**config.mk**
```make
export PLATFORM = sky130hd
export DESIGN_NAME = fetch_stage
export DESIGN_NICKNAME = d
export VERILOG_FILES = /design/src/rtl/riscv_pkg.sv /design/src/rtl/if_id_reg.sv /design/src/rtl/fetch_stage.sv
export SDC_FILE = /design/constraint.sdc
export NUM_CORES = 1
export LEC_CHECK = 0
export CAP_MARGIN = 20
export CORE_ASPECT_RATIO = 0.8
export CORE_MARGIN = 2
export CORE_UTILIZATION = 40
export CTS_CLUSTER_SIZE = 28
export DETAILED_ROUTE_END_ITERATION = 10
export MAX_ROUTING_LAYER = met4
export PLACE_DENSITY = 0.72
export SLEW_MARGIN = 30
export SYNTH_ARGS = -nofsm -noshare
export SYNTH_HDL_FRONTEND = slang
export SYNTH_SLANG_ARGS = --single-unit
```
**constraint.sdc**
```tcl
create_clock -name clk -period 2.87 [get_ports clk]
set_input_delay 0.4305 -clock clk [delete_from_list [all_inputs] [get_ports clk]]
set_output_delay 0.4305 -clock clk [all_outputs]
set_load 0.005 [all_outputs]
```
**src/rtl/riscv_pkg.sv**
```systemverilog
// Shared RV32I definitions: NOP encoding, base opcodes, fetch FSM states and
// the IF/ID pipeline register layout used by fetch and the main decoder.
package riscv_pkg;

  localparam int unsigned XLEN = 32;

  localparam logic [XLEN-1:0] NOP_INSTR = 32'h0000_0013;

  localparam logic [6:0] OPC_LUI      = 7'b0110111;
  localparam logic [6:0] OPC_AUIPC    = 7'b0010111;
  localparam logic [6:0] OPC_JAL      = 7'b1101111;
  localparam logic [6:0] OPC_JALR     = 7'b1100111;
  localparam logic [6:0] OPC_BRANCH   = 7'b1100011;
  localparam logic [6:0] OPC_LOAD     = 7'b0000011;
  localparam logic [6:0] OPC_STORE    = 7'b0100011;
  localparam logic [6:0] OPC_OP_IMM   = 7'b0010011;
  localparam logic [6:0] OPC_OP       = 7'b0110011;
  localparam logic [6:0] OPC_MISC_MEM = 7'b0001111;
  localparam logic [6:0] OPC_SYSTEM   = 7'b1110011;

  typedef enum logic [1:0] {
    BOOT = 2'd0,
    RUN  = 2'd1,
    HALT = 2'd2
  } fetch_state_t;

  typedef struct packed {
    logic [XLEN-1:0] instr;
    logic [XLEN-1:0] pc;
    logic [XLEN-1:0] pc_plus4;
    logic            valid;
  } if_id_t;

endpackage

```
**src/rtl/if_id_reg.sv**
```systemverilog
// IF/ID pipeline register: loads d_i when enabled, loads BUBBLE on reset or
// flush. Flush wins over enable so a flush during a stall still bubbles.
module if_id_reg
  import riscv_pkg::*;
#(
  parameter if_id_t BUBBLE = '{instr: NOP_INSTR, pc: '0, pc_plus4: '0, valid: 1'b0}
) (
  input  logic   clk,
  input  logic   rst,
  input  logic   en_i,
  input  logic   flush_i,
  input  if_id_t d_i,
  output if_id_t q_o
);

  if_id_t q_q;

  always_ff @(posedge clk) begin
    if (rst || flush_i) begin
      q_q <= BUBBLE;
    end else if (en_i) begin
      q_q <= d_i;
    end
  end

  assign q_o = q_q;

endmodule

```
**src/rtl/fetch_stage.sv**
```systemverilog
// RV32I instruction-fetch stage: PC register, next-PC selection, BOOT/RUN/HALT
// control, misaligned-redirect fault capture and the IF/ID register.
module fetch_stage
  import riscv_pkg::fetch_state_t, riscv_pkg::if_id_t,
         riscv_pkg::BOOT, riscv_pkg::RUN, riscv_pkg::HALT;
#(
  parameter int unsigned     XLEN      = 32,
  parameter logic [XLEN-1:0] RESET_PC  = 32'h0000_0000,
  parameter logic [XLEN-1:0] NOP_INSTR = 32'h0000_0013
) (
  input  logic            clk,
  input  logic            rst,
  input  logic            stall_f,
  input  logic            flush_d,
  input  logic            pc_src_e,
  input  logic [XLEN-1:0] pc_target_e,
  output logic [XLEN-1:0] imem_addr,
  input  logic [XLEN-1:0] imem_rdata,
  output logic [XLEN-1:0] instr_d,
  output logic [XLEN-1:0] pc_d,
  output logic [XLEN-1:0] pc_plus4_d,
  output logic            valid_d,
  output logic            halted,
  output logic [XLEN-1:0] fault_pc,
  output fetch_state_t    state_o
);

  fetch_state_t    state_q, state_d;
  logic [XLEN-1:0] fetch_pc_q, fetch_pc_d;
  logic [XLEN-1:0] fault_pc_q, fault_pc_d;
  logic            halted_q, halted_d;
  logic [XLEN-1:0] seq_pc;
  logic            misaligned;
  logic            ifid_en;
  logic            ifid_flush;
  if_id_t          ifid_in;
  if_id_t          ifid_q;

  assign seq_pc     = fetch_pc_q + XLEN'(4);
  assign misaligned = (pc_target_e[1:0] != 2'b00);

  always_ff @(posedge clk) begin
    if (rst) begin
      state_q <= BOOT;
    end else begin
      state_q <= state_d;
    end
  end

  always_comb begin
    state_d = state_q;
    case (state_q)
      BOOT:    state_d = RUN;
      RUN:     if (pc_src_e && misaligned) state_d = HALT;
      HALT:    state_d = HALT;
      default: state_d = BOOT;
    endcase
  end

  // Redirect beats stall for the PC; flush beats stall for IF/ID.
  always_comb begin
    fetch_pc_d = fetch_pc_q;
    fault_pc_d = fault_pc_q;
    halted_d   = halted_q;
    ifid_en    = 1'b0;
    ifid_flush = 1'b0;
    case (state_q)
      BOOT: begin
        ifid_flush = 1'b1;
      end
      RUN: begin
        if (pc_src_e && misaligned) begin
          fault_pc_d = pc_target_e;
          halted_d   = 1'b1;
          ifid_flush = 1'b1;
        end else if (pc_src_e) begin
          fetch_pc_d = pc_target_e;
          ifid_flush = 1'b1;
        end else if (stall_f) begin
          ifid_flush = flush_d;
        end else begin
          fetch_pc_d = seq_pc;
          ifid_en    = 1'b1;
          ifid_flush = flush_d;
        end
      end
      default: begin
        ifid_flush = 1'b1;
      end
    endcase
  end

  always_ff @(posedge clk) begin
    if (rst) begin
      fetch_pc_q <= RESET_PC;
      fault_pc_q <= '0;
      halted_q   <= 1'b0;
    end else begin
      fetch_pc_q <= fetch_pc_d;
      fault_pc_q <= fault_pc_d;
      halted_q   <= halted_d;
    end
  end

  assign ifid_in = '{instr: imem_rdata, pc: fetch_pc_q, pc_plus4: seq_pc, valid: 1'b1};

  if_id_reg #(
    .BUBBLE('{instr: NOP_INSTR, pc: '0, pc_plus4: '0, valid: 1'b0})
  ) u_if_id_reg (
    .clk    (clk),
    .rst    (rst),
    .en_i   (ifid_en),
    .flush_i(ifid_flush),
    .d_i    (ifid_in),
    .q_o    (ifid_q)
  );

  assign imem_addr  = fetch_pc_q;
  assign instr_d    = ifid_q.instr;
  assign pc_d       = ifid_q.pc;
  assign pc_plus4_d = ifid_q.pc_plus4;
  assign valid_d    = ifid_q.valid;
  assign halted     = halted_q;
  assign fault_pc   = fault_pc_q;
  assign state_o    = state_q;

endmodule

```
==> results of run 1 <==
## where the power goes
group | leakage [uW] | total [uW] | internal (uW) | switching, uW
combinational | 0.00165 | 1040 | 472 | 568
clock | 0.000262 | 2150 | 1230 | 917
sequential | 0.00131 | 2460 | 2360 | 109
## registers in the layout, indices dropped and copies added, names as in the netlist
name,cells
u_if_id_reg.q_o,95
fault_pc,32
imem_addr,32
state_o,2
halted,1
## area by class of cell
cell class,count,area (um^2),share of cell area [%]
Tap cell,220,275.3,2.789
Sequential cell,162,3243,32.86
Multi-Input combinational cell,624,3227,32.70
Clock inverter,10,85.08,0.8621
Inverter,8,30.03,0.3043
Timing Repair Buffer,258,2545,25.79
Clock buffer,22,464.2,4.703
## how the worst min path moves through the flow
stage | from | endpoint | slack (ps) | cells after the start
finish | rst | imem_addr[25] | 390 | 3
CTS | pc_src_e | fault_pc[0] | 380 | 3
global route | pc_src_e | imem_addr[12] | 400 | 3
detailed placement | u_if_id_reg.q_o[0] | u_if_id_reg.q_o[0] | 440 | 2
floorplan | imem_addr[0] | u_if_id_reg.q_o[1] | 440 | 2
global placement | u_if_id_reg.q_o[0] | u_if_id_reg.q_o[0] | 440 | 2
## cell usage after synthesis (3+ instances only)
master and count:
dfxtp_1 162, or2_2 4, nor2_1 41, and4_1 6
and3_1 10, buf_1 5, a211oi_1 10, or3_1 3
xor2_1 11, nand3b_1 5, ha_1 3, nor4_1 7
nand2_1 229, nand3_1 18, buf_2 8, and2_1 4
o31ai_1 6, nor3_1 10, o21ai_0 34, nand4_1 11
a21oi_1 137, mux2i_1 4, a22oi_1 8, buf_4 4
inv_1 8, a31oi_1 15, nor3b_1 5, clkbuf_1 63
xnor2_1 16
## kinds of logic after synthesis
logic type | after synthesis | share of synthesized area, %
buf+inv | 89 | 5.293
mux | 4 | 0.5882
xor+xnor | 27 | 3.474
flops | 162 | 47.64
compound gates | 224 | 18.27
fa+ha+maj | 3 | 0.5514
simple gates | 366 | 24.19
## metrics by stage
stage	setup WS [ps]	util, %
6_report	448.2	59.43
5_1_grt	376.1	59.43
4_1_cts	492.3	59.43
3_5_place_dp	429.4	56.13
3_3_place_gp	442.1	56.13
2_1_floorplan	693.3	-
## worst reg2reg max path, cell delays in order (launching register included)
cell and delay [ps]:
dfxtp_1 610, nand4_4 190, or4_4 580, or4_4 520
and3_1 190, o31a_1 220
## layout by cell type, fill, tap and decap left out, types with 7 or more instances in the layout
cell / count
a21oi_1: 137
inv_1: 8
a22oi_1: 8
nand4_1: 11
clkdlybuf4s50_1: 230
nand2_1: 228
clkbuf_16: 17
xor2_1: 11
nor2_1: 40
nor3_1: 9
buf_4: 23
dfxtp_1: 162
nor4_1: 7
a211oi_1: 10
nand3_1: 18
o21ai_0: 34
a31oi_1: 15
and3_1: 10
xnor2_1: 16
## layer usage
metal,up-vias,GRT usage [%]
met5,-,-
met4,0,7.134
met3,30,7.434
met2,267,39.90
met1,3290,32.18
li1,3377,-
==> impl_metrics.toml, run 1 <==
[routing]
via_per_inst = 5.340
wl_met2_um = 10590
drc_errors = 0
vias = 6964
dr.pass1.iters = 5
drtIter0Drc = 545
top_layer_used = "met4"
wl_per_cell_um = 17.30
dr_wl_met3_um = 1949
postRouteWirelength_um = 22550
met1_length_um = 9600
ant_nets = 0

[clocking]
clk_pin_slew_ps = 60
post_cts_resized = 0
cts_buffer_depth = 2
clock-sinks = 162
h-tree-depth = 4
ctsHoldBuffers = 0
root_buffer = "clkbuf_16"
clkLatencyLatePin_ps = 430
post-cts-setup-buffers = 0
numCtsBuffers = 17
cts_tree = "done"

[job]
cap_violations = 0

[global_routing]
grt_pass1_vias = 6613
antenna_found_initial = 0
grt.total_usage_pct = 25.48
grt_pass1_wl_um = 34980
grt.overflow.total = 0
grt_max_degree = 86

[hold_path]
min_path_type = "in2reg"

[yosys]
synth-edff-count = 0
synth_top_area_share_pct = 47.64
yosysWarningCount = 0
synth_cell_types = 49
synth.avg_cell_area_um2 = 7.780
ys_seq_area_share_pct = 47.64
ys_ff_latch = 162
synth_area_leader_cell = "dfxtp_1"
synth.area.top_cells = "dfxtp_1 48%, nand2_1 13%, a21oi_1 10%, clkbuf_1 3.5%, o21ai_0 2.5%"
synth_flop_cell = "dfxtp_1"
synth_fp_nets = 947
ys_async_sr_fraction_pct = 0
syn_area_um2 = 6808
synth_cells = 875

[layout]
fillers = 1527
nets = 1143
area_growth_pct = 44.97
final-instance-count-excl-fill = 1304
fin_area_um2 = 9869
antenna-diode-count = 0
drive_gt1_share_pct = 6.458

[critical_path]
cpMaxStageDelayCell = "dfxtp_1"
endpoint = "imem_addr[25]"
rr_worst_depth = 5
crit_required_ps = 3180
start_kind = "register"
crit_family = "simple AND/OR/NAND/NOR gates"
rr_endpoint = "imem_addr[25]"
path_buf_inv = 0
critical_path.endpoint_type = "register"
cpPeakStageDelay_ps = 610
path_depth = 5
worstPathCellList = "nand4_4, or4_4, or4_4, and3_1, o31a_1"
cp_data_arrival_time_ps = 2740
cpMostUsedCell = "or4_4"
reg2reg_slack_ps = 450
rr_startpoint = "imem_addr[12]"
crit_type = "reg2reg"
crit_start = "imem_addr[12]"
cp_max_fo = 8

[die]
die_y_um = 120.7
die_area_um2 = 18090
io_pins = 233
start_util_pct = 41.00
die-width_um = 149.9
core-area_um2 = 16610
row_count = 42

[sta]
rsz0062_at_grt = "no"
period_share_pct = 84.38
maxSlewViolCount = 0
maxSlewHeadroom_pct = 52.42
fmax_ghz = 0.4129
whs_ps = 394.2
finalWorstPathRequiredPeriod_ps = 2422
worst_pin_slew_ps = 713.7
finalHoldViolCount = 0
setup_viol = 0
tns_ps = 0
fin_worst_skew_ps = 7.801

[place]
dp_cells = 1272
place_area_um2 = 9320
port_buffers = 232
finalWeightedCongestion = 0.8510
dpl.hpwl_um = 15330

[power]
p_leak_uw = 0.003216
power_density_nw_per_um2 = 572.6
vdd.ir_drop.worst_v = 0.0004067
power.total_uw = 5651

[status]
status = "finished clean"
No activity file was read; power rests on OpenSTA's default activity.
==> run 2, diff against run 1 <==
--- a/config.mk
+++ b/config.mk
@@ -12,7 +12,7 @@
 export CTS_CLUSTER_SIZE = 28
 export DETAILED_ROUTE_END_ITERATION = 10
 export MAX_ROUTING_LAYER = met4
-export PLACE_DENSITY = 0.72
+export PLACE_DENSITY = 0.75
 export SLEW_MARGIN = 30
 export SYNTH_ARGS = -nofsm -noshare
 export SYNTH_HDL_FRONTEND = slang
==> constraint.sdc (replaced) <==
create_clock -name clk -period 1.99 [get_ports clk]
set_input_delay 0.2985 -clock clk [delete_from_list [all_inputs] [get_ports clk]]
set_output_delay 0.2985 -clock clk [all_outputs]
set_load 0.005 [all_outputs]
==> run 2 against run 1 <==
Against the previous run: count of clock-buffer cells in the layout fell by 2; utilization rose by 4.1 points; maximum frequency rose by 25%; die area did not move; first-iteration DRC count fell by 2.4%; sequential share of layout area fell by 1.9 points; wire length rose by 2.2%; cell count rose by 4.9%; via count rose by 4.7%; largest cell class is now multi-input gates; largest power group unchanged; highest routed layer unchanged.
==> impl_metrics.toml, run 2 (synthesis gave the netlist of run 1 again) <==
[die]
row_count = 42
io_pins = 233
die_y_um = 120.7
die-width_um = 149.9
core-area_um2 = 16610
die_area_um2 = 18090
start_util_pct = 41.00

[global_routing]
grt_use_met1_pct = 31.67
grt.total_usage_pct = 25.44
grt_pass1_wl_um = 35290
grt_use_met3_pct = 7.358
grt_max_degree = 73
grt_busiest_layer = "met2"
antenna_found_initial = 0
grt.overflow.total = 0
use_met2_pct = 40.24
grt_pass1_vias = 6738

[sta]
fin_worst_skew_ps = 10.31
tns_ps = 0
setup_viol = 0
finalHoldViolCount = 0
fmax_ghz = 0.5157
worst_pin_slew_ps = 714.8
maxSlewViolCount = 0
maxSlewHeadroom_pct = 52.35
period_share_pct = 97.45
rsz0062_at_grt = "yes"
finalWorstPathRequiredPeriod_ps = 1939

[place]
place_area_um2 = 9807
finalWeightedCongestion = 0.8604
port_buffers = 232
dpl.hpwl_um = 16250

[hold_path]
min_path_type = "in2reg"

[layout]
final_common_cell = "clkdlybuf4s50_1"
area_growth_pct = 54.92
drive_gt1_share_pct = 14.02
nets = 1207
mostFrequentLayoutCells = "230 x clkdlybuf4s50_1, 226 x nand2_1, 151 x dfxtp_1"
fillers = 1439
fin_area_um2 = 10550
largest_reg_flops = 95
antenna-diode-count = 0

[clocking]
clkLatencyLatePin_ps = 430
clock-sinks = 162
numCtsBuffers = 17
root_buffer = "clkbuf_16"
clk_pin_slew_ps = 70
cts_tree = "done"
h-tree-depth = 4
cts_buffer_depth = 2
ctsHoldBuffers = 0

[status]
status = "finished clean"

[routing]
dr.pass1.iters = 6
ant_nets = 0
postRouteWirelength_um = 23050
drc_errors = 0
via_per_inst = 5.329
wl_per_cell_um = 16.85
drtIter0Drc = 532
vias = 7290

[critical_path]
start_kind = "register"
crit_required_ps = 2300
cpMostUsedCell = "or4_4"
crit_type = "reg2reg"
cpPeakStageDelay_ps = 560
cp_max_fo = 2
cp_data_arrival_time_ps = 2250
worstPathCellList = "nand3_2, or4_4, or4_4, and3_4, o31a_1"
critical_path.endpoint_type = "register"
cpMaxStageDelayCell = "or4_4"
crit_family = "simple AND/OR/NAND/NOR gates"
path_buf_inv = 0

[power]
p_leak_uw = 0.003607
power.total_uw = 8713
vdd.ir_drop.worst_v = 0.0005985
power_density_nw_per_um2 = 826.1

[job]
cap_violations = 0
[run 2: path summary, 6_finish.rpt]
kind                             from                  end  slack, ps  cells past startpoint
setup reg to reg         imem_addr[4]        imem_addr[25]         50                      5
setup / recovery         imem_addr[4]        imem_addr[25]         50                      5
hold / removal                    rst        imem_addr[25]        280                      3
hold reg to reg   u_if_id_reg.q_o[37]  u_if_id_reg.q_o[37]        450                      2
[run 2: per-layer routing]
| metal | part of all wire (%) | up-vias |
|---|---|---|
| met3 | 9.1 | 37 |
| met5 | 0 | - |
| li1 | - | 3509 |
| met1 | 42 | 3441 |
| met2 | 46 | 303 |
| met4 | 2.2 | 0 |
[run 2: layout make-up]
cell class	instances	area (um^2)	share of cell area, %
multi-input cells	625	3307	31.36
flip-flops and latches	162	3264	30.95
repair buffers	321	3060	29.02
clock inverters	12	152.6	1.447
inverters	8	30.03	0.2847
clock buffers	20	456.7	4.330
well taps	220	275.3	2.610
[run 2: repair_timing]
item                                    CTS  global route
buffers inserted                          0             1
pin swaps                                 0             3
endpoints found under the setup margin    4            17
endpoints found under the hold margin     0             0
cloned                                    0             2
gates resized for setup                   6            22
[run 2: tightest hold or removal path, cell delays in order]
cell and delay (ps):
buf_2 100, inv_1 130, o31a_1 130
[run 2: stage by stage]
stage | worst slack, ps | std cells | hold WS (ps) | utilization [%]
2_1_floorplan | -56.73 | 875 | 394.4 | -
3_3_place_gp | -121.0 | 1333 | 434.8 | 59.06
3_5_place_dp | -143.1 | 1333 | 445.7 | 59.06
4_1_cts | 7.089 | 1365 | 267.2 | 62.79
5_1_grt | -3.636 | 1368 | 277.3 | 63.51
6_report | 50.84 | 1368 | 284.8 | 63.51
[run 2: report_power, final]
| group | internal, uW | total [uW] | leakage (uW) | switching (uW) |
|---|---|---|---|---|
| registers | 3400 | 3500 | 0.00131 | 96.9 |
| clock network | 2050 | 3410 | 0.000301 | 1360 |
| logic | 863 | 1810 | 0.00199 | 942 |
==> run 3, diff against run 2 <==
--- a/config.mk
+++ b/config.mk
@@ -13,6 +13,7 @@
 export DETAILED_ROUTE_END_ITERATION = 10
 export MAX_ROUTING_LAYER = met4
 export PLACE_DENSITY = 0.75
+export RECOVER_POWER = 25
 export SLEW_MARGIN = 30
 export SYNTH_ARGS = -nofsm -noshare
 export SYNTH_HDL_FRONTEND = slang
==> results of run 3 <==
No change in the layout: final DEF, timing and power equal those of run 2.
